File: src/rtl/seq_detect_param_if.sv
// Bus interface for seq_detect_param.
//   master : drives enable/pattern/overlap/in/in_valid/clear, observes results
//   slave  : the detector; receives controls and serial data, drives
//            o_out (match pulse), o_match_count, o_sat and o_state
interface seq_detect_param_if #(
    parameter int unsigned PAT_W = 4,
    parameter int unsigned CNT_W = 8
);
    logic             i_enable;
    logic [PAT_W-1:0] i_pattern;
    logic             i_overlap;
    logic             i_in;
    logic             i_in_valid;
    logic             i_clear;
    logic             o_out;
    logic [CNT_W-1:0] o_match_count;
    logic             o_sat;
    logic [1:0]       o_state;

    modport master (
        output i_enable, i_pattern, i_overlap, i_in, i_in_valid, i_clear,
        input  o_out, o_match_count, o_sat, o_state
    );

    modport slave (
        input  i_enable, i_pattern, i_overlap, i_in, i_in_valid, i_clear,
        output o_out, o_match_count, o_sat, o_state
    );
endinterface

File: src/rtl/seq_detect_param.sv
// Parametrised serial pattern detector with runtime-programmable pattern,
// overlapping/non-overlapping modes, registered match pulse and a
// saturating match counter with sticky saturation flag.
// Ports:
//   i_clock : system clock, rising edge
//   i_reset : synchronous active-low reset
//   bus     : seq_detect_param_if.slave (controls, serial data, results)
module seq_detect_param #(
    parameter int unsigned PAT_W = 4,
    parameter int unsigned CNT_W = 8
) (
    input logic               i_clock,
    input logic               i_reset,
    seq_detect_param_if.slave bus
);

    localparam int unsigned FILL_W = $clog2(PAT_W + 1);

    typedef enum logic [1:0] {
        ST_IDLE = 2'd0,
        ST_FILL = 2'd1,
        ST_RUN  = 2'd2
    } state_t;

    state_t            r_state;
    logic [PAT_W-1:0]  r_hist;
    logic [FILL_W-1:0] r_fill;
    logic [PAT_W-1:0]  r_pat;
    logic              r_ovl;
    logic              r_out;
    logic [CNT_W-1:0]  r_cnt;
    logic              r_sat;

    state_t            w_state_n;
    logic [PAT_W-1:0]  w_hist_n;
    logic [FILL_W-1:0] w_fill_n;
    logic [PAT_W-1:0]  w_pat_n;
    logic              w_ovl_n;
    logic              w_out_n;
    logic [CNT_W-1:0]  w_cnt_n;
    logic              w_sat_n;
    logic              w_match;

    logic [PAT_W-1:0]  w_hist_sh;
    logic [FILL_W-1:0] w_fill_inc;
    logic              w_fill_full;

    // Candidate history/fill for a sampled bit; newest bit enters at the LSB
    assign w_hist_sh   = {r_hist[PAT_W-2:0], bus.i_in};
    assign w_fill_inc  = (r_fill == FILL_W'(PAT_W)) ? r_fill : r_fill + FILL_W'(1);
    assign w_fill_full = (w_fill_inc == FILL_W'(PAT_W));

    // State and datapath registers
    always_ff @(posedge i_clock) begin
        if (!i_reset) begin
            r_state <= ST_IDLE;
            r_hist  <= '0;
            r_fill  <= '0;
            r_pat   <= '0;
            r_ovl   <= 1'b0;
            r_out   <= 1'b0;
            r_cnt   <= '0;
            r_sat   <= 1'b0;
        end else begin
            r_state <= w_state_n;
            r_hist  <= w_hist_n;
            r_fill  <= w_fill_n;
            r_pat   <= w_pat_n;
            r_ovl   <= w_ovl_n;
            r_out   <= w_out_n;
            r_cnt   <= w_cnt_n;
            r_sat   <= w_sat_n;
        end
    end

    // Next-state, match detection and counter update
    always_comb begin
        w_state_n = r_state;
        w_hist_n  = r_hist;
        w_fill_n  = r_fill;
        w_pat_n   = r_pat;
        w_ovl_n   = r_ovl;
        w_out_n   = 1'b0;
        w_match   = 1'b0;
        w_cnt_n   = r_cnt;
        w_sat_n   = r_sat;

        case (r_state)
            ST_IDLE: begin
                // Pattern and mode are captured only here; the bit offered
                // on this cycle is not sampled.
                if (bus.i_enable) begin
                    w_pat_n   = bus.i_pattern;
                    w_ovl_n   = bus.i_overlap;
                    w_hist_n  = '0;
                    w_fill_n  = '0;
                    w_state_n = ST_FILL;
                end
            end
            ST_FILL, ST_RUN: begin
                if (!bus.i_enable) begin
                    // Dropping enable discards any match completing now
                    w_hist_n  = '0;
                    w_fill_n  = '0;
                    w_state_n = ST_IDLE;
                end else if (bus.i_in_valid) begin
                    w_hist_n = w_hist_sh;
                    w_fill_n = w_fill_inc;
                    if (w_fill_full) begin
                        w_state_n = ST_RUN;
                    end
                    if (w_fill_full && (w_hist_sh == r_pat)) begin
                        w_match = 1'b1;
                        w_out_n = 1'b1;
                        // Non-overlapping: require PAT_W fresh bits next time
                        if (!r_ovl) begin
                            w_fill_n  = '0;
                            w_state_n = ST_FILL;
                        end
                    end
                end
            end
            default: begin
                w_state_n = ST_IDLE;
            end
        endcase

        // Clear wins over a simultaneous match; the pulse is unaffected
        if (bus.i_clear) begin
            w_cnt_n = '0;
            w_sat_n = 1'b0;
        end else if (w_match) begin
            if (r_cnt == {CNT_W{1'b1}}) begin
                w_sat_n = 1'b1;
            end else begin
                w_cnt_n = r_cnt + CNT_W'(1);
            end
        end
    end

    assign bus.o_out         = r_out;
    assign bus.o_match_count = r_cnt;
    assign bus.o_sat         = r_sat;
    assign bus.o_state       = r_state;

endmodule

File: src/flat_wrapper.sv
// flat-port wrapper written by rule: the top's interface ports become plain ports
module seq_detect_param_flat 
#(
    parameter int unsigned PAT_W = 4,
    parameter int unsigned CNT_W = 8
)
  (i_clock, i_reset, bus_i_enable, bus_i_pattern, bus_i_overlap, bus_i_in, bus_i_in_valid, bus_i_clear, bus_o_out, bus_o_match_count, bus_o_sat, bus_o_state);
  seq_detect_param_if #(.PAT_W(PAT_W), .CNT_W(CNT_W)) bus_i ();
  input logic i_clock;
  input logic i_reset;
  input wire logic [$bits(bus_i.i_enable)-1:0] bus_i_enable;
  input wire logic [$bits(bus_i.i_pattern)-1:0] bus_i_pattern;
  input wire logic [$bits(bus_i.i_overlap)-1:0] bus_i_overlap;
  input wire logic [$bits(bus_i.i_in)-1:0] bus_i_in;
  input wire logic [$bits(bus_i.i_in_valid)-1:0] bus_i_in_valid;
  input wire logic [$bits(bus_i.i_clear)-1:0] bus_i_clear;
  output wire logic [$bits(bus_i.o_out)-1:0] bus_o_out;
  output wire logic [$bits(bus_i.o_match_count)-1:0] bus_o_match_count;
  output wire logic [$bits(bus_i.o_sat)-1:0] bus_o_sat;
  output wire logic [$bits(bus_i.o_state)-1:0] bus_o_state;
  assign bus_i.i_enable = bus_i_enable;
  assign bus_i.i_pattern = bus_i_pattern;
  assign bus_i.i_overlap = bus_i_overlap;
  assign bus_i.i_in = bus_i_in;
  assign bus_i.i_in_valid = bus_i_in_valid;
  assign bus_i.i_clear = bus_i_clear;
  assign bus_o_out = bus_i.o_out;
  assign bus_o_match_count = bus_i.o_match_count;
  assign bus_o_sat = bus_i.o_sat;
  assign bus_o_state = bus_i.o_state;
  seq_detect_param #(.PAT_W(PAT_W), .CNT_W(CNT_W)) u_core (.i_clock(i_clock), .i_reset(i_reset), .bus(bus_i));
endmodule
File: config.mk
export PLATFORM = sky130hd
export DESIGN_NAME = seq_detect_param_flat
export DESIGN_NICKNAME = d
export VERILOG_FILES = /design/src/rtl/seq_detect_param_if.sv /design/src/rtl/seq_detect_param.sv /design/src/flat_wrapper.sv
export SDC_FILE = /design/constraint.sdc
export NUM_CORES = 1
export LEC_CHECK = 0
export BUFFER_PORTS_ARGS = -buffer_cell sky130_fd_sc_hd__buf_2
export CAP_MARGIN = 20
export CORE_ASPECT_RATIO = 0.6
export CORE_MARGIN = 3
export CORE_UTILIZATION = 53
export DETAILED_ROUTE_END_ITERATION = 8
export PLACE_DENSITY = 0.77
export SLEW_MARGIN = 40
export SYNTH_ARGS = -nofsm -noshare
export SYNTH_HDL_FRONTEND = slang
export SYNTH_SLANG_ARGS = --single-unit
export TNS_END_PERCENT = 50
File: constraint.sdc
create_clock -name i_clock -period 2.9 [get_ports i_clock]
set_clock_uncertainty 0.2 [all_clocks]
set_input_delay 0 -clock i_clock [delete_from_list [all_inputs] [get_ports i_clock]]
set_output_delay 0 -clock i_clock [all_outputs]
set_load 0.005 [all_outputs]
==> metrics.cfg, run 1 <==
[timing]
finish_stage_setup_viols=0
final.hold.worst_slack_ns=0.318
fin_tns_setup_ns=0
report.final.hold_viol_count=0
maxClockFrequency_ghz=0.372
rsz0062_at_grt=no
timing.max_slew.rel_slack_pct=58.1
slew_at_the_pin_with_the_worst_max_slew_slack_ns=0.622
layout_min_cycle_time_ns=2.69
final_worst_path_period_share_pct=92.7
slew_viol_final=0

[clock_tree]
cts_post_setup_buffers_inserted=0
clock_sinks=23
tritoncts.num_buffers=3
cts_tree=done
cts_root_buffer=sky130_fd_sc_hd__clkbuf_8
clock_path_buffers=2
clk_pin_slew_ns=0.08
htreeDepth=1
insertion_delay_ns=0.27

[grt]
grt-ovfl-total=0
grt_pass1_wl_mm=5.85
grt_util_all_layers_pct=27.3
number_of_global_route_vias_before_repair=1210
grt_start_max_net_pins=20
grt_antenna_before_repair=0

[logic_synthesis]
synthesis.instances=139
number_of_enable_flip_flop_cells_after_synthesis=0
yosysTopAreaCellShare_pct=38.5
post_synth_net_total=155
synth_ff_type=sky130_fd_sc_hd__dfxtp_1
synthTopCellsByCount=23 x sky130_fd_sc_hd__dfxtp_1, 16 x sky130_fd_sc_hd__nand2_1, 10 x sky130_fd_sc_hd__nand3_1
most_common_cell_in_the_synthesized_netlist=sky130_fd_sc_hd__dfxtp_1
synth-warning-count=0
synthesized_cell_area_sq_um=1200
synthDominantAreaCellType=sky130_fd_sc_hd__dfxtp_1
share_of_synthesized_area_occupied_by_flip_flops_and_latches_pct=38.5
postSynthRegisterBits=23
postSynth.asyncResetShare_pct=0
synth_cell_types=37
avgSynthCellArea_sq_um=8.61
synthTopCellsByArea=sky130_fd_sc_hd__dfxtp_1 38%, sky130_fd_sc_hd__ha_1 5.2%, sky130_fd_sc_hd__nand2_1 5.0%

[floorplan]
dieArea_sq_um=2880
die_h_um=42.8
fp.dieW_um=67.4
core-area_sq_um=1980
pin_count=23
fp-row-count=12
initial_utilization_pct=60.4

[route]
avgRoutedWirePerCell_um=16.7
drt_first_pass_iters=4
detail_route.wirelength_mm=3.48
drt-initial-drc-count=105
via_count=1268
route.detailed.vias_per_inst=6.10
drt_drc_violations_left=0
ant_nets=0

[setup_path]
critical_path_buf_inv_count=1
timing.critical_path.arrival_ns=2.70
worst-r2r-setup-slack_ns=0.21
crit_fanout=6
critPathSlowestCell=sky130_fd_sc_hd__or4_1
startpoint_type_of_the_worst_setup_path=flop
crit_type=reg2reg
timing.critical_path.slowest_cell_delay_ns=0.48
path_delay_family=simple AND/OR/NAND/NOR gates
critical_path.cell_chain=inv_1 > ha_1 > and3_1 > nand4_1 > or4_4 > or4_1 > nand2_1
r2r_end=u_core.bus.o_match_count[5]$_SDFFE_PP0P_
worst-r2r-cell-count=7
timing.critical_path.to_type=flop
timing.critical_path.required_ns=2.92
worstReg2RegStart=u_core.bus.o_state[0]$_SDFFE_PN0P_

[cells_and_area]
antennaDiodeCount=0
layout-area-overhead-vs-synth_pct=32.3
num-nets-final=197
drive_above_1_share_pct=20.0

[placed_design]
gpl.final_weighted_congestion=0.849
port-buffer-count=22
detailedPlacementHpwl_mm=2.06

[power_and_ir_drop]
ir_drop_uv=376
pwrdens_nw_per_um2=413
leakage_power_figure_uw=0.000616

[run_status]
status=finished clean

[worst_hold_path]
hold_path_class=reg2reg
min-delay-start=u_core.bus.o_sat$_SDFFE_PP0P_
worst_hold_path.num_cells=2
hold_end=u_core.bus.o_sat$_SDFFE_PP0P_

[flow_run]
maxCapViolCount=0

tightest hold or removal path, delay by kind of cell, from the launching register on:
family | cells | cell delay (ns)
simple gates | 1 | 0.08
compound gates | 1 | 0.05
flops | 1 | 0.35
layout make-up:
class	count	area, sq um
Tap cell	28	35.0
Clock buffer	3	41.3
Fill cell	123	398
Timing Repair Buffer	43	320
Clock inverter	1	5.00
Inverter	6	22.5
Multi-Input combinational cell	104	698
Sequential cell	23	462
cell usage in the layout, fill, tap and decap left out, drive strengths merged, types with 2 or more instances in the layout:
cell type    count
or4              5
dfxtp           23
nor3             3
dlygate4sd3     21
nand2           16
o211ai           2
o21ai            6
nor2             7
nor4b            2
a21boi           6
xnor2            5
nand3           10
nor2b            4
a21oi            6
inv              6
and4bb           2
nand4            5
a22oi            3
ha               5
clkbuf           3
buf             22
or3              3
cell families (layout without fill, tap and decap cells):
family                   count (synthesis)  after routing  share of synthesized area [%]
AND/OR/NAND/NOR                         62             62                           30.3
AO/OA/AOI/OAI                           31             31                           17.9
flip-flops                              23             23                           38.5
buffers and inverters                   12             53                           3.76
XOR/XNOR                                 6              6                           4.39
adder cells (fa/ha/maj)                  5              5                           5.22
stage by stage:
step	util [%]	instance area, sq um	total power, uW	worst slack (ns)	instances
floorplan	-	1200	398	0.339	139
global route	79.9	1580	682	0.0887	208
detailed placement	66.6	1320	422	0.186	183
global placement	66.6	1320	420	0.267	183
finish	79.9	1580	654	0.213	208
CTS	79.5	1580	642	0.132	208
timing repair:
action | 4_1_cts | 5_1_grt
endpoints found under the hold margin | 18 | 0
resized for setup | 0 | 3
hold buffers | 21 | 0
endpoints found under the setup margin | 0 | 2
state kept, by name (all words and copies together) (netlist names):
signal                    flops
u_core.bus.o_state            2
u_core.r_pat                  4
u_core.r_ovl                  1
u_core.r_hist                 3
u_core.r_fill                 3
u_core.bus.o_out              1
u_core.bus.o_match_count      8
u_core.bus.o_sat              1
worst max-delay path by stage:
stage	end	startpoint	cells after the start
2_1_floorplan	u_core.bus.o_match_count[5]$_SDFFE_PP0P_	u_core.r_fill[0]$_SDFFE_PN0P_	7
3_3_place_gp	u_core.bus.o_match_count[5]$_SDFFE_PP0P_	u_core.r_fill[0]$_SDFFE_PN0P_	7
3_5_place_dp	u_core.bus.o_match_count[6]$_SDFFE_PP0P_	u_core.r_fill[0]$_SDFFE_PN0P_	7
4_1_cts	u_core.r_hist[0]$_SDFFE_PN0P_	u_core.bus.o_state[0]$_SDFFE_PN0P_	8
5_1_grt	u_core.bus.o_match_count[5]$_SDFFE_PP0P_	u_core.r_fill[0]$_SDFFE_PN0P_	7
6_report	u_core.bus.o_match_count[5]$_SDFFE_PP0P_	u_core.bus.o_state[0]$_SDFFE_PN0P_	7
report_power, final:
part	total (uW)	switching (uW)	internal (uW)	leakage [uW]
registers	335	9.87	325	0.000187
logic	120	63.1	56.5	0.000403
clock network	200	104	96.0	0.0000255
metal layers:
layer	vias up	part of all wire (%)	global-route usage (%)
met3	8	8.0	7.14
met2	74	48	42.4
met1	599	43	36.5
met4	0	1.6	8.87
li1	587	-	-
met5	-	0	0
Note: power is estimated with default switching activity, not from simulation.
==> run 2: changes to the inputs <==
CORE_ASPECT_RATIO = not set   (was 0.6)
CORE_UTILIZATION = 57   (was 53)
MAX_ROUTING_LAYER = met4   (was not set)
PLACE_DENSITY = 0.82   (was 0.77)
clock period = 3.5 ns   (was 2.9 ns; I/O delays follow)
==> metrics.cfg, run 2 (synthesis results as in run 1) <==
[run_status]
status=finished clean

[grt]
grt_antenna_before_repair=0  ; unchanged
grt_start_max_net_pins=20  ; unchanged
number_of_global_route_vias_before_repair=1258  ; +4.0%
grt_pass1_wl_mm=5.77  ; -1.4%
grt_util_all_layers_pct=28.4  ; +1.1 points
grt-ovfl-total=0  ; unchanged

[setup_path]
setup.worst_path.start=u_core.bus.o_state[0]$_SDFFE_PN0P_
worst-r2r-cell-count=8  ; +1
timing.critical_path.to_type=flop
crit_fanout=6  ; unchanged
timing.critical_path.required_ns=3.51  ; +0.59 ns
worstReg2RegStart=u_core.bus.o_state[0]$_SDFFE_PN0P_
r2r_end=u_core.r_hist[0]$_SDFFE_PN0P_
crit_type=reg2reg
timing.critical_path.arrival_ns=2.95  ; +0.25 ns
startpoint_type_of_the_worst_setup_path=flop
worst-r2r-setup-slack_ns=0.56  ; +0.34 ns
crit_path_end=u_core.r_hist[0]$_SDFFE_PN0P_

[timing]
finish_stage_setup_viols=0  ; unchanged
report.final.hold_viol_count=0  ; unchanged
slew_viol_final=0  ; unchanged
layout_min_cycle_time_ns=2.94  ; +0.255 ns
final.setup.worst_slack_ns=0.558  ; +0.345 ns
rsz0062_at_grt=no
timing.max_slew.rel_slack_pct=48.7  ; -9.4 points
slew_at_the_pin_with_the_worst_max_slew_slack_ns=0.762  ; +0.139 ns
maxClockFrequency_ghz=0.340  ; -8.7%
final_worst_path_period_share_pct=84.1  ; -8.6 points
fin_tns_setup_ns=0  ; unchanged

[route]
drt-initial-drc-count=37  ; -65%
avgRoutedWirePerCell_um=16.6  ; -0.81%
ant_nets=0  ; unchanged
drt_first_pass_iters=5  ; +1
via_count=1252  ; -1.3%
route.detailed.vias_per_inst=6.11  ; +0.18%
detail_route.wirelength_mm=3.40  ; -2.2%
drt_drc_violations_left=0  ; unchanged

[power_and_ir_drop]
leakage_power_figure_uw=0.000604  ; -1.9%
ir_drop_uv=266  ; -29%
pwrdens_nw_per_um2=321  ; -22%

[clock_tree]
clock_path_buffers=2  ; unchanged
htreeDepth=1  ; unchanged
cts_root_buffer=sky130_fd_sc_hd__clkbuf_4
cts_post_setup_buffers_inserted=0  ; unchanged
insertion_delay_ns=0.30  ; +0.03 ns
clk_pin_slew_ns=0.13  ; +0.05 ns
clock_sinks=23  ; unchanged
cts_tree=done
tritoncts.num_buffers=3  ; unchanged
cts_resized=0  ; unchanged

[flow_run]
maxCapViolCount=0  ; unchanged

[floorplan]
initial_utilization_pct=64.4  ; +4.0 points
dieArea_sq_um=2690  ; -6.8%
fp-row-count=15  ; +3
die_h_um=51.8  ; +21%
pin_count=23  ; unchanged
fp.dieW_um=51.8  ; -23%
core-area_sq_um=1860  ; -6.3%

[cells_and_area]
num-nets-final=197  ; unchanged
antennaDiodeCount=0  ; unchanged
largest_reg_flops=8  ; unchanged
multi_input_area_sq_um=692  ; -0.90%
seq_area_sq_um=460  ; -0.27%
layout.filler_cells=100  ; -19%
layout_common_cells=23 x sky130_fd_sc_hd__dfxtp_1, 22 x sky130_fd_sc_hd__buf_2, 21 x sky130_fd_sc_hd__dlygate4sd3_1
drive_above_1_share_pct=18.3  ; -1.7 points
layout-area-overhead-vs-synth_pct=29.7
mostFrequentLayoutCell=sky130_fd_sc_hd__dfxtp_1

[placed_design]
port-buffer-count=22  ; unchanged
detailedPlacementHpwl_mm=1.86  ; -9.6%
gpl.final_weighted_congestion=0.856  ; +0.86%
dp_worst_setup_slack_ns=0.761  ; +0.575 ns

[worst_hold_path]
hold_path_class=reg2reg

==> run 2: cell type report <==
class                           instances  share of cell area [%]
Sequential cell                        23                    29.7
Tap cell                               25                    2.01
Clock buffer                            4                    1.69
Timing Repair Buffer                   43                    20.6
Multi-Input combinational cell        104                    44.6
Inverter                                6                    1.45
==> run 2: worst max-delay path: stages (launching register included) <==
cell and delay [ns]:
sky130_fd_sc_hd__dfxtp_1 0.44, sky130_fd_sc_hd__inv_1 0.08, sky130_fd_sc_hd__ha_1 0.36, sky130_fd_sc_hd__nand2_1 0.11, sky130_fd_sc_hd__a2bb2oi_1 0.35, sky130_fd_sc_hd__o21ai_0 0.39
sky130_fd_sc_hd__a22oi_1 0.28, sky130_fd_sc_hd__nor2b_1 0.09, sky130_fd_sc_hd__dlygate4sd3_1 0.55
==> run 2: layer usage <==
metal,up-vias,wire [um],track usage [%]
li1,589,-,-
met1,595,1400,32.9
met2,58,1750,50.2
met3,10,185,4.01
met4,0,65,9.17
met5,-,0,-
==> run 2: timing repair <==
item | in CTS | in global routing
hold buffers | 21 | 0
hold endpoints to repair | 23 | 0
endpoints found under the setup margin | 0 | 0
==> run 2: stage by stage <==
stage               hold slack [ns]  util, %  cell area [sq um]  cells  power, uW
floorplan                   -0.0439        -               1200    139        330
global placement             0.0609     70.8               1320    180        347
detailed placement           0.0735     70.8               1320    180        349
CTS                           0.315     83.6               1550    205        487
global route                  0.354     83.6               1550    205        516
finish                        0.313     83.6               1550    205        498
==> run 2: where the power goes <==
| part | internal, uW | switching, uW |
|---|---|---|
| Combinational | 45.4 | 50.5 |
| Sequential | 269 | 8.08 |
| Clock | 44.3 | 80.1 |
| Total | 359 | 139 |
==> run 2: worst min-delay path by stage <==
stage / from / end / cells after the start
2_1_floorplan: bus_i_overlap / u_core.r_ovl$_SDFFE_PN0P_ / 2
4_1_cts: u_core.bus.o_match_count[1]$_SDFFE_PP0P_ / u_core.bus.o_match_count[1]$_SDFFE_PP0P_ / 2
6_report: u_core.bus.o_sat$_SDFFE_PP0P_ / u_core.bus.o_sat$_SDFFE_PP0P_ / 2
3_3_place_gp: bus_i_overlap / u_core.r_ovl$_SDFFE_PN0P_ / 3
5_1_grt: u_core.bus.o_match_count[2]$_SDFFE_PP0P_ / u_core.bus.o_match_count[2]$_SDFFE_PP0P_ / 2
3_5_place_dp: bus_i_pattern[2] / u_core.r_pat[2]$_SDFFE_PN0P_ / 3
==> run 3: changes to the inputs <==
CORE_ASPECT_RATIO = 0.6   (was not set)
CORE_UTILIZATION = 53   (was 57)
PLACE_DENSITY = 0.77   (was 0.82)
clock period = 3 ns   (was 3.5 ns; I/O delays follow)
==> metrics.cfg, run 3 (synthesis results as in run 1) <==
[clock_tree]
clk_pin_slew_ns=0.09  ; -0.04 ns
clock_sinks=23  ; unchanged
htreeDepth=1  ; unchanged
cts_root_buffer=sky130_fd_sc_hd__clkbuf_8
insertion_delay_ns=0.27  ; -0.03 ns
tritoncts.num_buffers=3  ; unchanged
clock_path_buffers=2  ; unchanged
cts_tree=done

[setup_path]
critical_path.cell_chain=inv_1 > ha_1 > nand2_1 > a2bb2oi_1 > o21ai_1 > a22oi_1 > nor2b_1 > dlygate4sd3_1
path_depth=8  ; unchanged
critPathSlowestCell=sky130_fd_sc_hd__dlygate4sd3_1
timing.critical_path.slowest_cell_delay_ns=0.56  ; about the same
critical_path_buf_inv_count=2  ; unchanged
timing.critical_path.arrival_ns=2.75  ; -0.20 ns
timing.critical_path.to_type=flop
path_delay_family=compound AO/OA/AOI/OAI gates
worst-r2r-cell-count=8  ; unchanged
startpoint_type_of_the_worst_setup_path=flop
crit_fanout=6  ; unchanged
worst-r2r-setup-slack_ns=0.21  ; -0.35 ns
crit_type=reg2reg
timing.critical_path.required_ns=2.96  ; -0.55 ns

[timing]
timing.max_slew.rel_slack_pct=59.1  ; +10 points
layout_min_cycle_time_ns=2.79  ; -0.153 ns
final_worst_path_period_share_pct=93.0  ; +8.9 points
slew_viol_final=0  ; unchanged
finish_stage_setup_viols=0  ; unchanged
rsz0062_at_grt=no
fin_tns_setup_ns=0  ; unchanged
maxClockFrequency_ghz=0.359  ; +5.5%
report.final.hold_viol_count=0  ; unchanged
slew_at_the_pin_with_the_worst_max_slew_slack_ns=0.609  ; -0.153 ns

[power_and_ir_drop]
pwrdens_nw_per_um2=399  ; +24%
ir_drop_uv=362  ; +36%
leakage_power_figure_uw=0.000615  ; +1.8%

[floorplan]
fp-row-count=12  ; -3
die_h_um=42.8  ; -17%
initial_utilization_pct=60.4  ; -4.0 points
core-area_sq_um=1980  ; +6.7%
fp.dieW_um=67.4  ; +30%
dieArea_sq_um=2880  ; +7.3%
pin_count=23  ; unchanged

[placed_design]
dpl_cell_area_sq_um=1320  ; +0.29%
port-buffer-count=22  ; unchanged
detailedPlacementHpwl_mm=2.06  ; +11%
gpl.final_weighted_congestion=0.862  ; +0.70%

[grt]
grt_antenna_before_repair=0  ; unchanged
grt_util_all_layers_pct=28.1  ; -0.33 points
grt_start_max_net_pins=20  ; unchanged
grt_pass1_wl_mm=5.87  ; +1.8%
grt-ovfl-total=0  ; unchanged
number_of_global_route_vias_before_repair=1204  ; -4.3%

[route]
route.detailed.vias_per_inst=5.95  ; -2.6%
detail_route.wirelength_mm=3.40  ; -0.18%
drt-initial-drc-count=125  ; +240%
drt_drc_violations_left=0  ; unchanged
avgRoutedWirePerCell_um=16.3  ; -1.6%
via_count=1237  ; -1.2%
drt_first_pass_iters=5  ; unchanged
ant_nets=0  ; unchanged

[cells_and_area]
drive_above_1_share_pct=18.9  ; +0.56 points
largest_reg_flops=8  ; unchanged
layout_common_cells=23 x sky130_fd_sc_hd__dfxtp_1, 22 x sky130_fd_sc_hd__buf_2, 21 x sky130_fd_sc_hd__dlygate4sd3_1
multi_input_area_sq_um=692  ; unchanged
mostFrequentLayoutCell=sky130_fd_sc_hd__dfxtp_1
layout.filler_cells=128  ; +28%
fin_area_sq_um=1580  ; +1.5%
layout-area-overhead-vs-synth_pct=31.7
seq_area_sq_um=460  ; unchanged
antennaDiodeCount=0  ; unchanged
num-nets-final=197  ; unchanged

[worst_hold_path]
worst_hold_path.num_cells=2  ; unchanged
hold_path_class=reg2reg

[flow_run]
maxCapViolCount=0  ; unchanged

[run_status]
status=finished clean

-- run 3: timing repair --
item | 4_1_cts | 5_1_grt
setup endpoints to repair | 0 | 1
buffers inserted | 0 | 0
hold buffers | 21 | 0
endpoints found under the hold margin | 18 | 0
resized for setup | 0 | 1
-- run 3: layout make-up --
class,count,share of cell area (%)
clock buffer,3,2.62
timing repair buffer,43,20.3
inverter,6,1.43
sequential,23,29.2
tap,28,2.22
multi-input combinational,104,43.9
clock inverter,1,0.317
-- run 3: worst paths after layout --
path                                       from                             to
max reg2reg  u_core.bus.o_state[0]$_SDFFE_PN0P_  u_core.r_hist[0]$_SDFFE_PN0P_
max          u_core.bus.o_state[0]$_SDFFE_PN0P_  u_core.r_hist[0]$_SDFFE_PN0P_
min               u_core.r_fill[1]$_SDFFE_PN0P_  u_core.r_fill[1]$_SDFFE_PN0P_
min reg2reg       u_core.r_fill[1]$_SDFFE_PN0P_  u_core.r_fill[1]$_SDFFE_PN0P_
-- run 3: through the flow --
| step | setup WS [ns] | hold WS (ns) | util, % | instances | power (uW) |
|---|---|---|---|---|---|
| after floorplan | 0.439 | -0.0439 | - | 139 | 385 |
| after global placement | 0.367 | 0.0606 | 66.6 | 183 | 406 |
| after detailed placement | 0.286 | 0.0753 | 66.6 | 183 | 408 |
| after CTS | 0.232 | 0.312 | 79.5 | 208 | 621 |
| after global routing | 0.0599 | 0.341 | 79.5 | 208 | 657 |
| final | 0.211 | 0.319 | 79.5 | 208 | 629 |
-- run 3: routing by layer --
metal | GRT usage, % | wire length, um
met5 | - | 0
met4 | 8.87 | 74
met3 | 7.14 | 264
met2 | 42.4 | 1580
met1 | 36.7 | 1480
-- run 3: worst register-to-register path, stage by stage (launching register included) --
cell and delay (ns):
sky130_fd_sc_hd__dfxtp_1 0.45, sky130_fd_sc_hd__inv_1 0.08, sky130_fd_sc_hd__ha_1 0.38, sky130_fd_sc_hd__nand2_1 0.12, sky130_fd_sc_hd__a2bb2oi_1 0.36, sky130_fd_sc_hd__o21ai_1 0.26, sky130_fd_sc_hd__a22oi_1 0.21, sky130_fd_sc_hd__nor2b_1 0.07
sky130_fd_sc_hd__dlygate4sd3_1 0.56
-- run 3: power breakdown --
group,leakage (uW),switching [uW],internal [uW],total (uW)
combinational,0.000403,58.2,53.4,112
sequential,0.000186,9.62,314,323
clock,0.0000255,101,92.8,194
total,0.000615,169,460,629
